$ cat config.mk
export PLATFORM = sky130hd
export DESIGN_NAME = cn_counter_flat
export DESIGN_NICKNAME = d
export VERILOG_FILES = /design/src/rtl/cn_counter_pkg.sv /design/src/rtl/cn_counter_if.sv /design/src/rtl/cn_cell.sv /design/src/rtl/cn_counter.sv /design/src/flat_wrapper.sv
export SDC_FILE = /design/constraint.sdc
export NUM_CORES = 1
export LEC_CHECK = 0
export BUFFER_PORTS_ARGS = -buffer_cell sky130_fd_sc_hd__buf_2
export CORE_MARGIN = 4
export CORE_UTILIZATION = 30
export DETAILED_ROUTE_END_ITERATION = 7
export SYNTH_ARGS = -nofsm -noshare
export SYNTH_HDL_FRONTEND = slang
export SYNTH_SLANG_ARGS = --single-unit
$ cat constraint.sdc
create_clock -name clk -period 2.3 [get_ports clk]
set_input_delay 0.345 -clock clk [delete_from_list [all_inputs] [get_ports clk]]
set_output_delay 0.345 -clock clk [all_outputs]
set_load 0.01 [all_outputs]
$ cat src/rtl/cn_counter_pkg.sv
// Shared definitions for the CN-cell counter: per-bit op encoding and a
// width helper used when validating the modulus.
package cn_counter_pkg;

    typedef enum logic [1:0] {
        CN_HOLD   = 2'b00,
        CN_CLEAR  = 2'b01,
        CN_TOGGLE = 2'b10,
        CN_SET    = 2'b11
    } cn_op_e;

    // Number of bits needed to hold the values 0..v-1.
    function automatic int cn_clog2(input longint unsigned v);
        longint unsigned x;
        int r;
        x = (v > 0) ? v - 1 : 0;
        r = 0;
        while (x > 0) begin
            r++;
            x = x >> 1;
        end
        return r;
    endfunction

endpackage

$ cat src/rtl/cn_counter_if.sv
// Control/status bundle of the CN counter; master drives controls, slave is
// the counter itself.
interface cn_counter_if #(
    parameter int WIDTH = 8
);
    logic             clr;
    logic             load;
    logic [WIDTH-1:0] load_val;
    logic             en;
    logic             up;
    logic             ovf_clr;
    logic [WIDTH-1:0] q;
    logic             tc;
    logic             ovf;

    modport master (
        output clr, load, load_val, en, up, ovf_clr,
        input  q, tc, ovf
    );

    modport slave (
        input  clr, load, load_val, en, up, ovf_clr,
        output q, tc, ovf
    );
endinterface

$ cat src/rtl/cn_cell.sv
// Single CN storage bit: hold, clear, toggle or set on each rising clock edge.
module cn_cell
    import cn_counter_pkg::*;
(
    input  logic   clk,
    input  logic   rst_n,
    input  cn_op_e op,
    output logic   q
);

    logic q_q;
    logic q_d;

    // NOTE: every path assigns q_d, so no latch is inferred.
    always_comb begin
        q_d = q_q;
        unique case (op)
            CN_HOLD:   q_d = q_q;
            CN_CLEAR:  q_d = 1'b0;
            CN_TOGGLE: q_d = ~q_q;
            CN_SET:    q_d = 1'b1;
            default:   q_d = q_q;
        endcase
    end

    // NOTE: sequential state uses non-blocking assignment only.
    always_ff @(posedge clk or negedge rst_n) begin
        if (!rst_n) q_q <= 1'b0;
        else        q_q <= q_d;
    end

    assign q = q_q;

endmodule

$ cat src/rtl/cn_counter.sv
// Up/down counter with wrap or saturate, parallel load with clamp, terminal
// count and sticky overflow, built from per-bit CN cells without an adder.
module cn_counter
    import cn_counter_pkg::*;
#(
    parameter int              WIDTH    = 8,
    parameter longint unsigned MODULUS  = longint'(1) << WIDTH,
    parameter bit              SATURATE = 1'b0
) (
    input logic      clk,
    input logic      rst_n,
    cn_counter_if.slave bus
);

    if (MODULUS < 2 || cn_clog2(MODULUS) > WIDTH) begin : g_bad_modulus
        $error("cn_counter: MODULUS must lie in 2..2**WIDTH");
    end

    localparam logic [WIDTH-1:0] MAX_Q = WIDTH'(MODULUS - 1);

    logic [WIDTH-1:0] q;
    logic [WIDTH-1:0] inc_t;
    logic [WIDTH-1:0] dec_t;
    logic [WIDTH-1:0] load_tgt;
    logic             at_max;
    logic             at_zero;
    logic             evt;
    logic             ovf_q;
    logic             ovf_d;
    cn_op_e           ops [WIDTH];

    // Bit i toggles on increment when all lower bits are 1, on decrement when all are 0.
    for (genvar i = 0; i < WIDTH; i++) begin : g_chain
        if (i == 0) begin : g_lsb
            assign inc_t[i] = 1'b1;
            assign dec_t[i] = 1'b1;
        end else begin : g_upper
            assign inc_t[i] = &q[i-1:0];
            assign dec_t[i] = ~|q[i-1:0];
        end
    end

    assign at_max   = (q == MAX_Q);
    assign at_zero  = (q == '0);
    assign load_tgt = (bus.load_val > MAX_Q) ? MAX_Q : bus.load_val;

    always_comb begin
        evt = 1'b0;
        for (int i = 0; i < WIDTH; i++) ops[i] = CN_HOLD;

        if (bus.clr) begin
            for (int i = 0; i < WIDTH; i++) ops[i] = CN_CLEAR;
        end else if (bus.load) begin
            for (int i = 0; i < WIDTH; i++) ops[i] = load_tgt[i] ? CN_SET : CN_CLEAR;
        end else if (bus.en) begin
            if (bus.up) begin
                if (at_max) begin
                    evt = 1'b1;
                    if (!SATURATE)
                        for (int i = 0; i < WIDTH; i++) ops[i] = CN_CLEAR;
                end else begin
                    for (int i = 0; i < WIDTH; i++) ops[i] = inc_t[i] ? CN_TOGGLE : CN_HOLD;
                end
            end else begin
                if (at_zero) begin
                    evt = 1'b1;
                    if (!SATURATE)
                        for (int i = 0; i < WIDTH; i++) ops[i] = MAX_Q[i] ? CN_SET : CN_CLEAR;
                end else begin
                    for (int i = 0; i < WIDTH; i++) ops[i] = dec_t[i] ? CN_TOGGLE : CN_HOLD;
                end
            end
        end
    end

    for (genvar i = 0; i < WIDTH; i++) begin : g_cell
        cn_cell u_cell (
            .clk   (clk),
            .rst_n (rst_n),
            .op    (ops[i]),
            .q     (q[i])
        );
    end

    // A new event outranks a simultaneous clear request.
    assign ovf_d = evt | (ovf_q & ~bus.ovf_clr);

    always_ff @(posedge clk or negedge rst_n) begin
        if (!rst_n) ovf_q <= 1'b0;
        else        ovf_q <= ovf_d;
    end

    assign bus.q   = q;
    assign bus.tc  = bus.up ? at_max : at_zero;
    assign bus.ovf = ovf_q;

endmodule

$ cat src/flat_wrapper.sv
// flat-port wrapper written by rule: the top's interface ports become plain ports
module cn_counter_flat import cn_counter_pkg::*;
#(
    parameter int              WIDTH    = 8,
    parameter longint unsigned MODULUS  = longint'(1) << WIDTH,
    parameter bit              SATURATE = 1'b0
)
  (clk, rst_n, bus_clr, bus_load, bus_load_val, bus_en, bus_up, bus_ovf_clr, bus_q, bus_tc, bus_ovf);
  cn_counter_if #(.WIDTH(WIDTH)) bus_i ();
  input logic clk;
  input logic rst_n;
  input wire logic [$bits(bus_i.clr)-1:0] bus_clr;
  input wire logic [$bits(bus_i.load)-1:0] bus_load;
  input wire logic [$bits(bus_i.load_val)-1:0] bus_load_val;
  input wire logic [$bits(bus_i.en)-1:0] bus_en;
  input wire logic [$bits(bus_i.up)-1:0] bus_up;
  input wire logic [$bits(bus_i.ovf_clr)-1:0] bus_ovf_clr;
  output wire logic [$bits(bus_i.q)-1:0] bus_q;
  output wire logic [$bits(bus_i.tc)-1:0] bus_tc;
  output wire logic [$bits(bus_i.ovf)-1:0] bus_ovf;
  assign bus_i.clr = bus_clr;
  assign bus_i.load = bus_load;
  assign bus_i.load_val = bus_load_val;
  assign bus_i.en = bus_en;
  assign bus_i.up = bus_up;
  assign bus_i.ovf_clr = bus_ovf_clr;
  assign bus_q = bus_i.q;
  assign bus_tc = bus_i.tc;
  assign bus_ovf = bus_i.ovf;
  cn_counter #(.WIDTH(WIDTH), .MODULUS(MODULUS), .SATURATE(SATURATE)) u_core (.clk(clk), .rst_n(rst_n), .bus(bus_i));
endmodule
== Word level (Yosys, flattened, before mapping) ==
Index checks and enable logic that the tools add are counted.
Storage, ports and cells
  input bits: 15
  bits in registers: 9
  memories kept: 0
  memory bits (writable): 0
  latch bits: 0
  bits in read-only memories: 0
  logic and storage cells: 111
  output and inout bits: 10
Operators by class
  multiplexer cells: 44
  $lt $le $gt $ge: 1
  reduce and logical (&&, ||, !) cells: 21
  div/mod/pow operators: 0
  shift operators: 0
  eq/ne operators: 25
  bitwise logic cells: 11
  add/subtract/negate cells: 0
  $mul: 0
Operator list (number)
  2-to-1 mux 16 bit: 5
  2-to-1 mux 2 bit: 22
  == test 2 bit, second input constant: 16
  one-hot mux 1 bit (3 select lines): 8
  == test 2 x 1 -> 1 bit, second input constant: 8
  zero test 2 bit: 8
  2-to-1 mux 15 bit: 1
  NOT 1 bit: 9
  == test 8 bit, second input constant: 1
  greater-than comparator 8 bit, second input constant: 1
  zero test 8 bit: 1
  2-to-1 mux 8 bit: 1
  2-to-1 mux 1 bit: 7
  AND reduction 7 bit: 1
  OR reduction 7 bit: 1
  AND reduction 6 bit: 1
  OR reduction 6 bit: 1
  AND reduction 5 bit: 1
  OR reduction 5 bit: 1
  AND reduction 4 bit: 1
  OR reduction 4 bit: 1
  AND reduction 3 bit: 1
  OR reduction 3 bit: 1
  AND reduction 2 bit: 1
  other kinds (3): 3

== Depth between registers and ports, before layout ==
  depth after elaboration: 9
  mapped depth: 6
  depth with buffers taken out: 5

== Hierarchy ==
From an unflattened synthesis, not the netlist that was laid out.
Second synthesis, totals
  cell total of the unflattened synthesis: 75
  area, all modules: 809.5 um^2
Modules (own cells, without submodules)
  cn_cell: cells an instance 3, sequential area each 25.0 um^2, times used 8, area each 55.1 um^2
  cn_counter: cells an instance 51, sequential area each 25.0 um^2, times used 1, area each 369.1 um^2

== Least setup slack after synthesis ==
Ideal clock, no wire load.
  path type: flip-flop to flip-flop
  start: register u_core.g_cell[0].u_cell.q_q
  end: register u_core.g_cell[5].u_cell.q_q
  period minus slack after synthesis: 1728 ps
  stages on the path, launching flop included: 6
  arrival: 1634 ps
  path buffers: 0
  setup time: 94 ps
  slack: 572 ps
  required time: 2206 ps
  cells stage by stage: dfrtp_1 -> or3_1 -> or4_1 -> a21oi_2 -> xor2_1 -> a211oi_1
On the way
  longest elaborated chain between the ends: 9
  elaborated cells between the ends (all ways): 17
  those cells by class: eq/ne: 4; mux: 9; reduce/logical: 4
Ends and longest elaborated chain
  start, declared: RTL line cn_cell.sv:11  | logic q_q;
  start signal, assigned: RTL line cn_cell.sv:29  | else q_q <= q_d;
  OR reduction 5 bit or AND reduction 5 bit (tied branches): RTL line cn_counter.sv:39, cn_counter.sv:38
  2-to-1 mux 2 bit, on equally long branches: RTL line cn_counter.sv:70, cn_counter.sv:62
  2-to-1 mux 15 bit or 2-to-1 mux 16 bit (tied branches): RTL line cn_counter.sv:65, cn_counter.sv:57
  2-to-1 mux 16 bit *: RTL line cn_counter.sv:56  | if (bus.up) begin
  2-to-1 mux 16 bit *: RTL line cn_counter.sv:55  | end else if (bus.en) begin
  2-to-1 mux 16 bit *: RTL line cn_counter.sv:53  | end else if (bus.load) begin
  2-to-1 mux 16 bit *: RTL line cn_counter.sv:51  | if (bus.clr) begin
  == test 2 bit or == test 2 x 1 -> 1 bit (tied branches): RTL line cn_cell.sv:17  | unique case (op)
  one-hot mux 1 bit (3 select lines): RTL line cn_cell.sv:17
  end signal, assigned: RTL line cn_cell.sv:29
  end, declared: RTL line cn_cell.sv:11
Every way passes the cells marked *; elsewhere a longest branch is shown, timed or not.
A chain may end at the register's enable or synchronous reset.

== Worst setup path after layout ==
  start: register u_core.g_cell[0].u_cell.q_q
  end: output port bus_tc
On the way
  longest elaborated chain between the ends: 2
  elaborated cells between the ends (all ways): 3
  those cells by class: eq/ne: 1; mux: 1; reduce/logical: 1
Ends and longest elaborated chain
  == test 8 bit or zero test 8 bit (tied branches): RTL line cn_counter.sv:43, cn_counter.sv:44
  2-to-1 mux 1 bit *: RTL line cn_counter.sv:94  | assign bus.tc = bus.up ? at_max : at_zero;
  end, declared: RTL line flat_wrapper.sv:19  | output wire logic [$bits(bus_i.tc)-1:0] bus_tc;
Marked as above.

==> impl_metrics.py <==
metrics = {
    "sta": {
        "skew_ps": 1.80,
        "setup_viol": 0,
        "rsz0062_at_grt": "no",
        "relSlewSlack_pct": 75.8,
        "tightest_slew_ps": 363,
        "drv_slew": 0,
        "timing.fmax_mhz": 474,
        "layout_min_cycle_time_ps": 2110,
        "layout_worst_path_cycle_share_pct": 91.8,
        "hold_viol": 0,
        "setup_tns_ps": 0,
    },
    "placement": {
        "place_inst": 138,
        "io_buffer_count": 24,
        "gp_congestion": 0.813,
        "dp_hpwl_um": 1480,
    },
    "grt": {
        "use_met1_pct": 17.9,
        "grt.overflow.total": 0,
        "grt_usage_pct": 12.2,
        "antenna_found_initial": 0,
        "grt_pass1_vias": 721,
        "globalRouteMet2Util_pct": 17.4,
        "busiest_layer": "met1",
        "met3_usage_pct": 2.19,
        "grt_first_pass_wirelength_um": 3270,
        "grt_max_degree": 13,
    },
    "critical_path": {
        "crit_type": "register to primary output",
        "end_kind": "primary output",
        "crit_path_start_kind": "register",
        "critPathMaxFanout": 8,
        "path_delay_family": "simple AND/OR/NAND/NOR gates",
        "cp_cell_sequence": "nor4_2, nand2b_2, o31ai_2, buf_2",
        "arrival_ps": 1770,
        "worstSetupPathDepth": 4,
        "r2r_cells": 5,
        "slowest_delay_ps": 480,
        "cp.buffers_inverters": 1,
        "cp_data_required_time_ps": 1960,
        "cp_slowest_cell": "dfrtp_1",
    },
    "logic_synthesis": {
        "synthDistinctLibCells": 36,
        "synth_top_family_by_area": "simple AND/OR/NAND/NOR gates",
        "synth_simple_gate_area_share_pct": 28.8,
        "synthCells": 95,
        "yosysWarnings": 0,
        "synthFlopType": "dfrtp_1",
        "synth_area_leader_cell": "dfrtp_1",
        "synth_edf_count": 0,
        "synthAdderAreaFrac_pct": 0,
        "yosysTopAreaCellShare_pct": 29.4,
        "synthMuxAreaShare_pct": 0,
        "synth_seq_cells": 9,
        "netlist_area_um2": 766,
        "synthTopCellsByArea": "dfrtp_1 (29%), buf_4 (7.8%), a211oi_1 (6.9%), xnor2_1 (4.6%), xor2_1 (4.6%)",
        "synth_seq_area_share_pct": 29.4,
        "synth-xor-area-share_pct": 9.15,
        "synth_common_cells": "dfrtp_1 (9), nand2_1 (9), nor2_1 (9)",
        "synth-compound-area-share_pct": 21.7,
        "ys_async_sr_fraction_pct": 100,
        "syn_area_per_cell_um2": 8.06,
        "syn_nets": 110,
    },
    "routing": {
        "routed-via-count": 763,
        "routedWlPerCell_um": 13.8,
        "wirelength_um": 1970,
        "postRouteAntennaNets": 0,
        "drt_iter0_drc": 15,
        "drcViolationCount": 0,
        "via_per_inst": 5.34,
        "dr.pass1.iters": 4,
    },
    "power_and_ir_drop": {
        "p_int_uw": 284,
        "clkPwrFrac_pct": 30.7,
        "pwr-share-seq_pct": 44.5,
        "combPwrFrac_pct": 24.8,
        "swShare_pct": 33.9,
        "p_per_area_nw_per_um2": 482,
        "p_leak_nw": 0.389,
        "peakVddDrop_v": 0.000246,
        "p_switching_uw": 146,
    },
    "cts": {
        "root_buffer": "clkbuf_4",
        "cts_buffers": 3,
        "cts_tree": "done",
        "insertion_delay_ps": 270,
        "htree_levels": 1,
        "cts.sinks": 9,
        "cts_buffer_depth": 2,
        "clkTransAtPathRegs_ps": 70,
    },
    "finish": {
        "syn_to_final_growth_pct": 16.5,
        "fin_nets": 129,
        "diodes": 0,
        "drive_gt1_share_pct": 29.2,
        "fin_cells": 143,
    },
    "floorplanning": {
        "initial_core_util_pct": 31.2,
        "die-area_um2": 3420,
        "ios": 25,
        "core_area_um2": 2450,
        "die_w_um": 58.5,
        "fp.dieH_um": 58.5,
        "rows": 18,
    },
    "hold_path": {
        "min_path_type": "primary input to register",
        "min_path_cells": 3,
    },
    "run_status": {
        "status": "complete, no violations",
    },
    "run": {
        "drv_cap": 0,
    },
}
-- layout make-up --
class	count	area, um^2
Clock buffer	4	26.3
Fill cell	269	1560
Inverter	3	11.3
Multi-Input combinational cell	72	462
Sequential cell	9	225
Tap cell	30	37.5
Timing Repair Buffer	25	130
-- cells by family (layout without fill, tap and decap cells) --
logic type,after synthesis,after routing
AND/OR/NAND/NOR,41,41
AO/OA/AOI/OAI,23,23
buffers and inverters,14,32
flip-flops,9,9
XOR/XNOR,8,8
-- sequential cells by signal (all words and copies together) (netlist names) --
signal and count:
u_core.bus.ovf 1, u_core.g_cell.u_cell.q 8
-- power groups by stage --
stage	logic (mW)	clock network, mW	registers, mW
floorplan	0.0824	0	0.186
global route	0.119	0.135	0.194
global placement	0.104	0	0.194
finish	0.107	0.132	0.191
CTS	0.107	0.132	0.190
detailed placement	0.104	0	0.193
-- through the flow --
| step | area, um^2 | util [%] | setup slack, ps | hold slack, ps | power (mW) |
|---|---|---|---|---|---|
| detailed placement | 851 | 34.7 | 407 | 214 | 0.297 |
| finish | 892 | 36.3 | 189 | 313 | 0.430 |
| global route | 892 | 36.3 | 48.4 | 344 | 0.448 |
| CTS | 887 | 36.1 | 118 | 318 | 0.428 |
| global placement | 851 | 34.7 | 422 | 211 | 0.298 |
| floorplan | 766 | - | 572 | 49.4 | 0.268 |
-- layout by cell type (no fill, tap or decap), types with 2 or more instances in the layout --
master	synthesis	routed
inv_1	3	3
nor2_1	9	9
nand2_1	9	9
nand4_1	4	4
nand3_1	4	4
xor2_1	4	4
a21oi_1	6	6
a211oi_1	7	7
buf_2	1	24
nand2b_1	2	2
or3_1	2	2
clkbuf_4	0	3
dfrtp_1	9	9
xnor2_1	4	4
-- what timing repair did --
item / in CTS / in global routing
hold endpoints to repair: 9 / 0
endpoints found under the setup margin: 0 / 1
buffers inserted: 0 / 0
hold buffers: 1 / 0
resized for setup: 0 / 1
-- worst min-delay path: cells and delay by family --
| kind | cells | cell delay, ps |
|---|---|---|
| buffers and inverters | 1 | 80 |
| and+or+nand+nor | 1 | 70 |
| AOI/OAI and AO/OA | 1 | 50 |
-- worst paths after layout --
path	slack, ps	endpoint	from
worst max-delay path	190	bus_tc	u_core.g_cell[0].u_cell.q
worst min-delay path	310	u_core.g_cell[0].u_cell.q	bus_load_val[0]
worst max register to register	420	u_core.g_cell[5].u_cell.q	u_core.g_cell[0].u_cell.q
worst min register to register	500	u_core.bus.ovf	u_core.bus.ovf
min in group asynchronous	460	u_core.bus.ovf	rst_n
max in group asynchronous	1650	u_core.g_cell[5].u_cell.q	rst_n
-- routing by layer --
layer  part of all wire, %  vias up
met5                     0        -
met2                    43       34
met1                    49      349
met3                   6.6        5
met4                   1.7        0
li1                      -      375
Note: power is estimated with default switching activity, not from simulation.
